### config.mk
export PLATFORM = sky130hd
export DESIGN_NAME = vcve2_vlsu_sequencer_flat
export DESIGN_NICKNAME = d
export VERILOG_FILES = /design/src/rtl/vcve2_vlsu_sequencer_if.sv /design/src/rtl/vcve2_vlsu_sequencer.sv /design/src/flat_wrapper.sv
export SDC_FILE = /design/constraint.sdc
export NUM_CORES = 1
export LEC_CHECK = 0
export CAP_MARGIN = 20
export CORE_MARGIN = 5
export CORE_UTILIZATION = 35
export CTS_CLUSTER_DIAMETER = 60
export DETAILED_ROUTE_END_ITERATION = 6
export PLACE_DENSITY = 0.67
export SLEW_MARGIN = 20
export SYNTH_ARGS = -nofsm -noshare
export SYNTH_HDL_FRONTEND = slang
export SYNTH_SLANG_ARGS = --single-unit
### constraint.sdc
create_clock -name clk_i -period 3.4 [get_ports clk_i]
set_clock_uncertainty 0.15 [all_clocks]
set_input_delay 0.68 -clock clk_i [delete_from_list [all_inputs] [get_ports clk_i]]
set_output_delay 0.68 -clock clk_i [all_outputs]
set_load 0.005 [all_outputs]
### src/rtl/vcve2_vlsu_sequencer_if.sv
// rtl/vcve2_vlsu_sequencer_if.sv - LSU request/response and VRF access bundle for the vector LSU sequencer
interface vcve2_vlsu_sequencer_if #(
  parameter int CNT_W = 6
);
  logic             lsu_req_o;
  logic             lsu_we_o;
  logic [31:0]      lsu_addr_o;
  logic [31:0]      lsu_wdata_o;
  logic             lsu_gnt_i;
  logic             lsu_rvalid_i;
  logic [31:0]      lsu_rdata_i;
  logic             lsu_err_i;
  logic [CNT_W-2:0] vrf_raddr_o;
  logic [31:0]      vrf_rdata_i;
  logic             vrf_we_o;
  logic [CNT_W-2:0] vrf_waddr_o;
  logic [31:0]      vrf_wdata_o;

  modport master (
    output lsu_req_o, lsu_we_o, lsu_addr_o, lsu_wdata_o,
    input  lsu_gnt_i, lsu_rvalid_i, lsu_rdata_i, lsu_err_i,
    output vrf_raddr_o,
    input  vrf_rdata_i,
    output vrf_we_o, vrf_waddr_o, vrf_wdata_o
  );

  modport slave (
    input  lsu_req_o, lsu_we_o, lsu_addr_o, lsu_wdata_o,
    output lsu_gnt_i, lsu_rvalid_i, lsu_rdata_i, lsu_err_i,
    input  vrf_raddr_o,
    output vrf_rdata_i,
    input  vrf_we_o, vrf_waddr_o, vrf_wdata_o
  );
endinterface

### src/rtl/vcve2_vlsu_sequencer.sv
// rtl/vcve2_vlsu_sequencer.sv - walks vl vector elements, one outstanding LSU access at a time
module vcve2_vlsu_sequencer #(
  parameter int MAX_VL = 32,
  parameter int CNT_W  = $clog2(MAX_VL) + 1
) (
  input  logic                 clk_i,
  input  logic                 rst_ni,
  input  logic                 start_i,
  input  logic                 is_store_i,
  input  logic                 unit_stride_i,
  input  logic [31:0]          base_addr_i,
  input  logic [31:0]          stride_i,
  input  logic [CNT_W-1:0]     vl_i,
  output logic                 busy_o,
  output logic                 done_o,
  output logic                 err_o,
  vcve2_vlsu_sequencer_if.master bus
);

  typedef enum logic [1:0] {
    S_IDLE,
    S_REQ,
    S_WAIT,
    S_FIN
  } state_e;

  localparam logic [CNT_W-2:0] IdxOne = 1;
  localparam logic [CNT_W-1:0] VlOne  = 1;

  state_e           state_q, state_d;
  logic [31:0]      addr_q, addr_d;
  logic [31:0]      stride_q, stride_d;
  logic [CNT_W-2:0] idx_q, idx_d;
  logic [CNT_W-1:0] vl_q, vl_d;
  logic             store_q, store_d;
  logic             err_q, err_d;
  logic             last_elem;

  assign last_elem = ({1'b0, idx_q} == (vl_q - VlOne));

  always_comb begin
    state_d  = state_q;
    addr_d   = addr_q;
    stride_d = stride_q;
    idx_d    = idx_q;
    vl_d     = vl_q;
    store_d  = store_q;
    err_d    = err_q;

    busy_o           = (state_q != S_IDLE);
    done_o           = 1'b0;
    err_o            = 1'b0;
    bus.lsu_req_o    = 1'b0;
    bus.lsu_we_o     = 1'b0;
    bus.lsu_addr_o   = '0;
    bus.lsu_wdata_o  = '0;
    bus.vrf_raddr_o  = '0;
    bus.vrf_we_o     = 1'b0;
    bus.vrf_waddr_o  = '0;
    bus.vrf_wdata_o  = '0;

    case (state_q)
      S_IDLE: begin
        if (start_i) begin
          // Unit stride is folded into the stride register at capture time.
          stride_d = unit_stride_i ? 32'd4 : stride_i;
          store_d  = is_store_i;
          vl_d     = vl_i;
          addr_d   = base_addr_i;
          idx_d    = '0;
          err_d    = 1'b0;
          state_d  = (vl_i != '0) ? S_REQ : S_FIN;
        end
      end

      S_REQ: begin
        bus.lsu_req_o   = 1'b1;
        bus.lsu_we_o    = store_q;
        bus.lsu_addr_o  = addr_q;
        bus.lsu_wdata_o = bus.vrf_rdata_i;
        bus.vrf_raddr_o = idx_q;
        if (bus.lsu_gnt_i) begin
          state_d = S_WAIT;
        end
      end

      S_WAIT: begin
        if (bus.lsu_rvalid_i) begin
          if (bus.lsu_err_i) begin
            err_d   = 1'b1;
            state_d = S_FIN;
          end else begin
            bus.vrf_we_o    = !store_q;
            bus.vrf_waddr_o = store_q ? '0 : idx_q;
            bus.vrf_wdata_o = store_q ? '0 : bus.lsu_rdata_i;
            if (last_elem) begin
              state_d = S_FIN;
            end else begin
              idx_d   = idx_q + IdxOne;
              addr_d  = addr_q + stride_q;
              state_d = S_REQ;
            end
          end
        end
      end

      S_FIN: begin
        done_o  = 1'b1;
        err_o   = err_q;
        err_d   = 1'b0;
        state_d = S_IDLE;
      end

      default: state_d = S_IDLE;
    endcase
  end

  always_ff @(posedge clk_i or negedge rst_ni) begin
    if (!rst_ni) begin
      state_q  <= S_IDLE;
      addr_q   <= '0;
      stride_q <= '0;
      idx_q    <= '0;
      vl_q     <= '0;
      store_q  <= 1'b0;
      err_q    <= 1'b0;
    end else begin
      state_q  <= state_d;
      addr_q   <= addr_d;
      stride_q <= stride_d;
      idx_q    <= idx_d;
      vl_q     <= vl_d;
      store_q  <= store_d;
      err_q    <= err_d;
    end
  end

endmodule

### src/flat_wrapper.sv
// flat-port wrapper written by rule: the top's interface ports become plain ports
module vcve2_vlsu_sequencer_flat 
#(
  parameter int MAX_VL = 32,
  parameter int CNT_W  = $clog2(MAX_VL) + 1
)
  (clk_i, rst_ni, start_i, is_store_i, unit_stride_i, base_addr_i, stride_i, vl_i, busy_o, done_o, err_o, bus_lsu_req_o, bus_lsu_we_o, bus_lsu_addr_o, bus_lsu_wdata_o, bus_lsu_gnt_i, bus_lsu_rvalid_i, bus_lsu_rdata_i, bus_lsu_err_i, bus_vrf_raddr_o, bus_vrf_rdata_i, bus_vrf_we_o, bus_vrf_waddr_o, bus_vrf_wdata_o);
  vcve2_vlsu_sequencer_if #(.CNT_W(CNT_W)) bus_i ();
  input  logic clk_i;
  input  logic rst_ni;
  input  logic start_i;
  input  logic is_store_i;
  input  logic unit_stride_i;
  input  logic [31:0] base_addr_i;
  input  logic [31:0] stride_i;
  input  logic [CNT_W-1:0] vl_i;
  output logic busy_o;
  output logic done_o;
  output logic err_o;
  output wire logic [$bits(bus_i.lsu_req_o)-1:0] bus_lsu_req_o;
  output wire logic [$bits(bus_i.lsu_we_o)-1:0] bus_lsu_we_o;
  output wire logic [$bits(bus_i.lsu_addr_o)-1:0] bus_lsu_addr_o;
  output wire logic [$bits(bus_i.lsu_wdata_o)-1:0] bus_lsu_wdata_o;
  input wire logic [$bits(bus_i.lsu_gnt_i)-1:0] bus_lsu_gnt_i;
  input wire logic [$bits(bus_i.lsu_rvalid_i)-1:0] bus_lsu_rvalid_i;
  input wire logic [$bits(bus_i.lsu_rdata_i)-1:0] bus_lsu_rdata_i;
  input wire logic [$bits(bus_i.lsu_err_i)-1:0] bus_lsu_err_i;
  output wire logic [$bits(bus_i.vrf_raddr_o)-1:0] bus_vrf_raddr_o;
  input wire logic [$bits(bus_i.vrf_rdata_i)-1:0] bus_vrf_rdata_i;
  output wire logic [$bits(bus_i.vrf_we_o)-1:0] bus_vrf_we_o;
  output wire logic [$bits(bus_i.vrf_waddr_o)-1:0] bus_vrf_waddr_o;
  output wire logic [$bits(bus_i.vrf_wdata_o)-1:0] bus_vrf_wdata_o;
  assign bus_lsu_req_o = bus_i.lsu_req_o;
  assign bus_lsu_we_o = bus_i.lsu_we_o;
  assign bus_lsu_addr_o = bus_i.lsu_addr_o;
  assign bus_lsu_wdata_o = bus_i.lsu_wdata_o;
  assign bus_i.lsu_gnt_i = bus_lsu_gnt_i;
  assign bus_i.lsu_rvalid_i = bus_lsu_rvalid_i;
  assign bus_i.lsu_rdata_i = bus_lsu_rdata_i;
  assign bus_i.lsu_err_i = bus_lsu_err_i;
  assign bus_vrf_raddr_o = bus_i.vrf_raddr_o;
  assign bus_i.vrf_rdata_i = bus_vrf_rdata_i;
  assign bus_vrf_we_o = bus_i.vrf_we_o;
  assign bus_vrf_waddr_o = bus_i.vrf_waddr_o;
  assign bus_vrf_wdata_o = bus_i.vrf_wdata_o;
  vcve2_vlsu_sequencer #(.MAX_VL(MAX_VL), .CNT_W(CNT_W)) u_core (.clk_i(clk_i), .rst_ni(rst_ni), .start_i(start_i), .is_store_i(is_store_i), .unit_stride_i(unit_stride_i), .base_addr_i(base_addr_i), .stride_i(stride_i), .vl_i(vl_i), .busy_o(busy_o), .done_o(done_o), .err_o(err_o), .bus(bus_i));
endmodule
==> results.md <==
* Synthesized flop and latch total at 79
* # Post-CTS Setup Buffers at 0
* Largest net degree at the start of global routing at 57
* TritonCTS clock tree: yes
* CP top delay family: buffers and inverters
* Slowest CP cell: clkdlybuf4s50_1
* Final hold slack at 0.156 ns
* Critical path depth at 5
* Top_reg_cell synth: dfrtp_1
* Clk sinks at 79
* Slowest stage delay, CP at 0.54 ns
* Cts hold-fix bufs at 0
* H-tree Lvls at 3
* # diodes at 0
* Die area at 0.0199 mm2
* Slew @ Worst Pin at 0.739 ns
* Die Width at 141 um
* Mapped Cells at 755
* Fraction of layout cells with a size suffix above 1 at 4.84%
* Synth top area share at 32.8%
* Post-synth ARST share at 100%
* Drt wl/cell at 16.5 um
* Drt pass-1 iters at 4
* Worst Setup SP: bus_lsu_rvalid_i
* Setup crit start kind: input port
* Post-synth EDFFs at 0
* Initial antenna violation count at 1
* Post-CTS Resized at 0
* Mapped Area at 0.00602 mm2
* WP buf/inv at 3
* WP data required at 2.57 ns
* Synth warnings at 0
* Seq/Total Area, Yosys at 32.8%
* Most common cell after layout, fill and taps aside: clkdlybuf4s50_1
* Area grow syn2layout at 51.4%
* CTS Buf Count at 9
* Setup TNS at 0 ns
* Fin. Hold Viols at 0
* Initial Util at 35.2%
* Row count at 48
* CP max FO at 38
* Peak supply drop at 0.393 mV
* Number of routed nets with antenna violations at 0
* Run status: complete, no violations
* Most frequent cells in the layout: 252 x clkdlybuf4s50_1, 112 x nand2_1, 109 x and2_1, 79 x dfrtp_1, 76 x o21ai_0
* Synth Area per Inst at 7.98 um2
* Remaining DRCs at 0
* Vias in the first global route at 5,862
* Die extent in y at 141 um
* Period minus WS final at 3.27 ns
* Max-Cap Viols at 0
* RSZ-0062 raised after global routing: no
* R2r endpoint: u_core.addr_q[24]$_DFFE_PN0P_
* Reg2Reg Setup Slack at 0.25 ns
* Clock Tree Buf Depth at 2
* Clk slew on worst S/H paths at 0.06 ns
* Final period util at 96.2%
* Via count at 5,965
* Ranking of synthesized cells by area: dfrtp_1 33%, and2_1 11%, nand2_1 7.0%
* DR iter-0 viols at 211
* Via density at 4.90
* Count of different cell masters after synthesis at 55
* Routed wire length at 20,100 um
* CP Capture Type: output port
* Worst skew pair latency at 0.35 ns
* Power Density at 778 mW/mm2
* Max Transition Viols Final at 0
* Boundary Pins at 254
* Reg2Reg Depth at 11
* Fmax achieved at 306 MHz
* Reg2reg start: u_core.addr_q[0]$_DFFE_PN0P_
* Cell leakage power at 3.93 nW
* WP data arrival at 2.44 ns
* Root buf cell: clkbuf_16
* Total track usage at 19.7%
* Critical path destination: bus_vrf_wdata_o[21]
* Core area at 0.0171 mm2
* Gpl congestion at 0.838
* First-pass GRT wire length at 31,300 um
* Mapped Nets at 931
* DP HPWL at 15,700 um
* Nets@finish at 1,163
* Most used cell, CP: clkdlybuf4s50_1
* GR Overflow Total at 0
* Synth area leader: dfrtp_1
* Worst slew margin at 50.7%
* IO buf count at 253
* CP Class: input port to output port
* Critical-path cell list: clkdlybuf4s50_1 > nor4b_2 > buf_4 > and2_1 > clkdlybuf4s50_1
* Worst Hold Class: input port to async pin
* Setup violators final at 0
[logic make-up (layout without fill, tap and decap cells)]
kind of cell | Yosys count | after routing | synth area share, %
buffers and inverters | 56 | 293 | 3.78
XOR/XNOR | 31 | 31 | 4.51
AO/OA/AOI/OAI | 196 | 196 | 20.0
AND/OR/NAND/NOR | 349 | 349 | 30.0
adder cells (fa/ha/maj) | 34 | 34 | 7.19
multiplexers | 10 | 10 | 1.74
flip-flops | 79 | 79 | 32.8
[layer usage]
layer | global-route usage [%] | up-vias | wire length (um)
met1 | 24.6 | 2700 | 8430
met5 | 0 | - | 13
met2 | 34.9 | 196 | 9920
li1 | - | 3042 | -
met3 | 3.66 | 25 | 1390
met4 | 5.10 | 2 | 319
[final cells by class]
cell class	instances	area, um2
fillers	1674	8000
multi-input cells	620	3830
repair buffers	264	2650
flip-flops and latches	79	1980
well taps	225	282
clock buffers	12	256
clock inverters	4	77.6
inverters	13	48.8
[state kept, by name (all words and copies together), names as in the netlist]
name             flops
u_core.addr_q       32
u_core.stride_q     32
u_core.vl_q          6
u_core.idx_q         5
u_core.state_q       2
u_core.err_q         1
u_core.store_q       1
[worst min-delay path by stage]
stage | startpoint | end | slack, ns | cells past startpoint
floorplan | rst_ni | u_core.addr_q[0]$_DFFE_PN0P_ | 0.23 | 0
global placement | u_core.stride_q[2]$_DFFE_PN0P_ | u_core.stride_q[2]$_DFFE_PN0P_ | 0.31 | 2
detailed placement | u_core.stride_q[2]$_DFFE_PN0P_ | u_core.stride_q[2]$_DFFE_PN0P_ | 0.32 | 2
CTS | rst_ni | u_core.addr_q[21]$_DFFE_PN0P_ | 0.18 | 1
global route | rst_ni | u_core.addr_q[21]$_DFFE_PN0P_ | 0.20 | 1
finish | rst_ni | u_core.addr_q[21]$_DFFE_PN0P_ | 0.16 | 1
[synthesized netlist by cell type (4+ instances only)]
cell type	n
xnor2_1	14
clkbuf_1	39
nor2_1	43
xor2_1	17
nand3b_1	4
o22ai_1	4
and3_1	6
or3_1	5
or2_2	4
a211oi_1	6
nand2_1	112
inv_1	13
a21oi_1	50
o221ai_1	4
ha_1	33
a21o_1	16
dfrtp_1	79
o21ai_0	76
nand2b_1	36
and2_1	109
nand3_1	10
o21bai_1	6
nor2b_1	4
o211ai_1	7
mux2i_1	9
o21a_1	4
a31oi_1	4
[where the power goes]
group	internal [mW]	switching, mW
logic	2.03	2.24
clock network	0.686	0.404
registers	1.36	0.372
[metrics by stage]
stage | utilization [%] | setup WS, ns | area, um2 | cells | power, mW
2_1_floorplan | - | 0.603 | 6020 | 755 | 4.51
3_3_place_gp | 51.3 | 0.179 | 8780 | 1201 | 5.97
3_5_place_dp | 51.3 | 0.139 | 8780 | 1201 | 6.03
4_1_cts | 53.3 | 0.132 | 9120 | 1217 | 7.17
5_1_grt | 53.3 | 0.0496 | 9120 | 1217 | 7.76
6_report | 53.3 | 0.128 | 9120 | 1217 | 7.09
(Power assumes the default switching activity.)
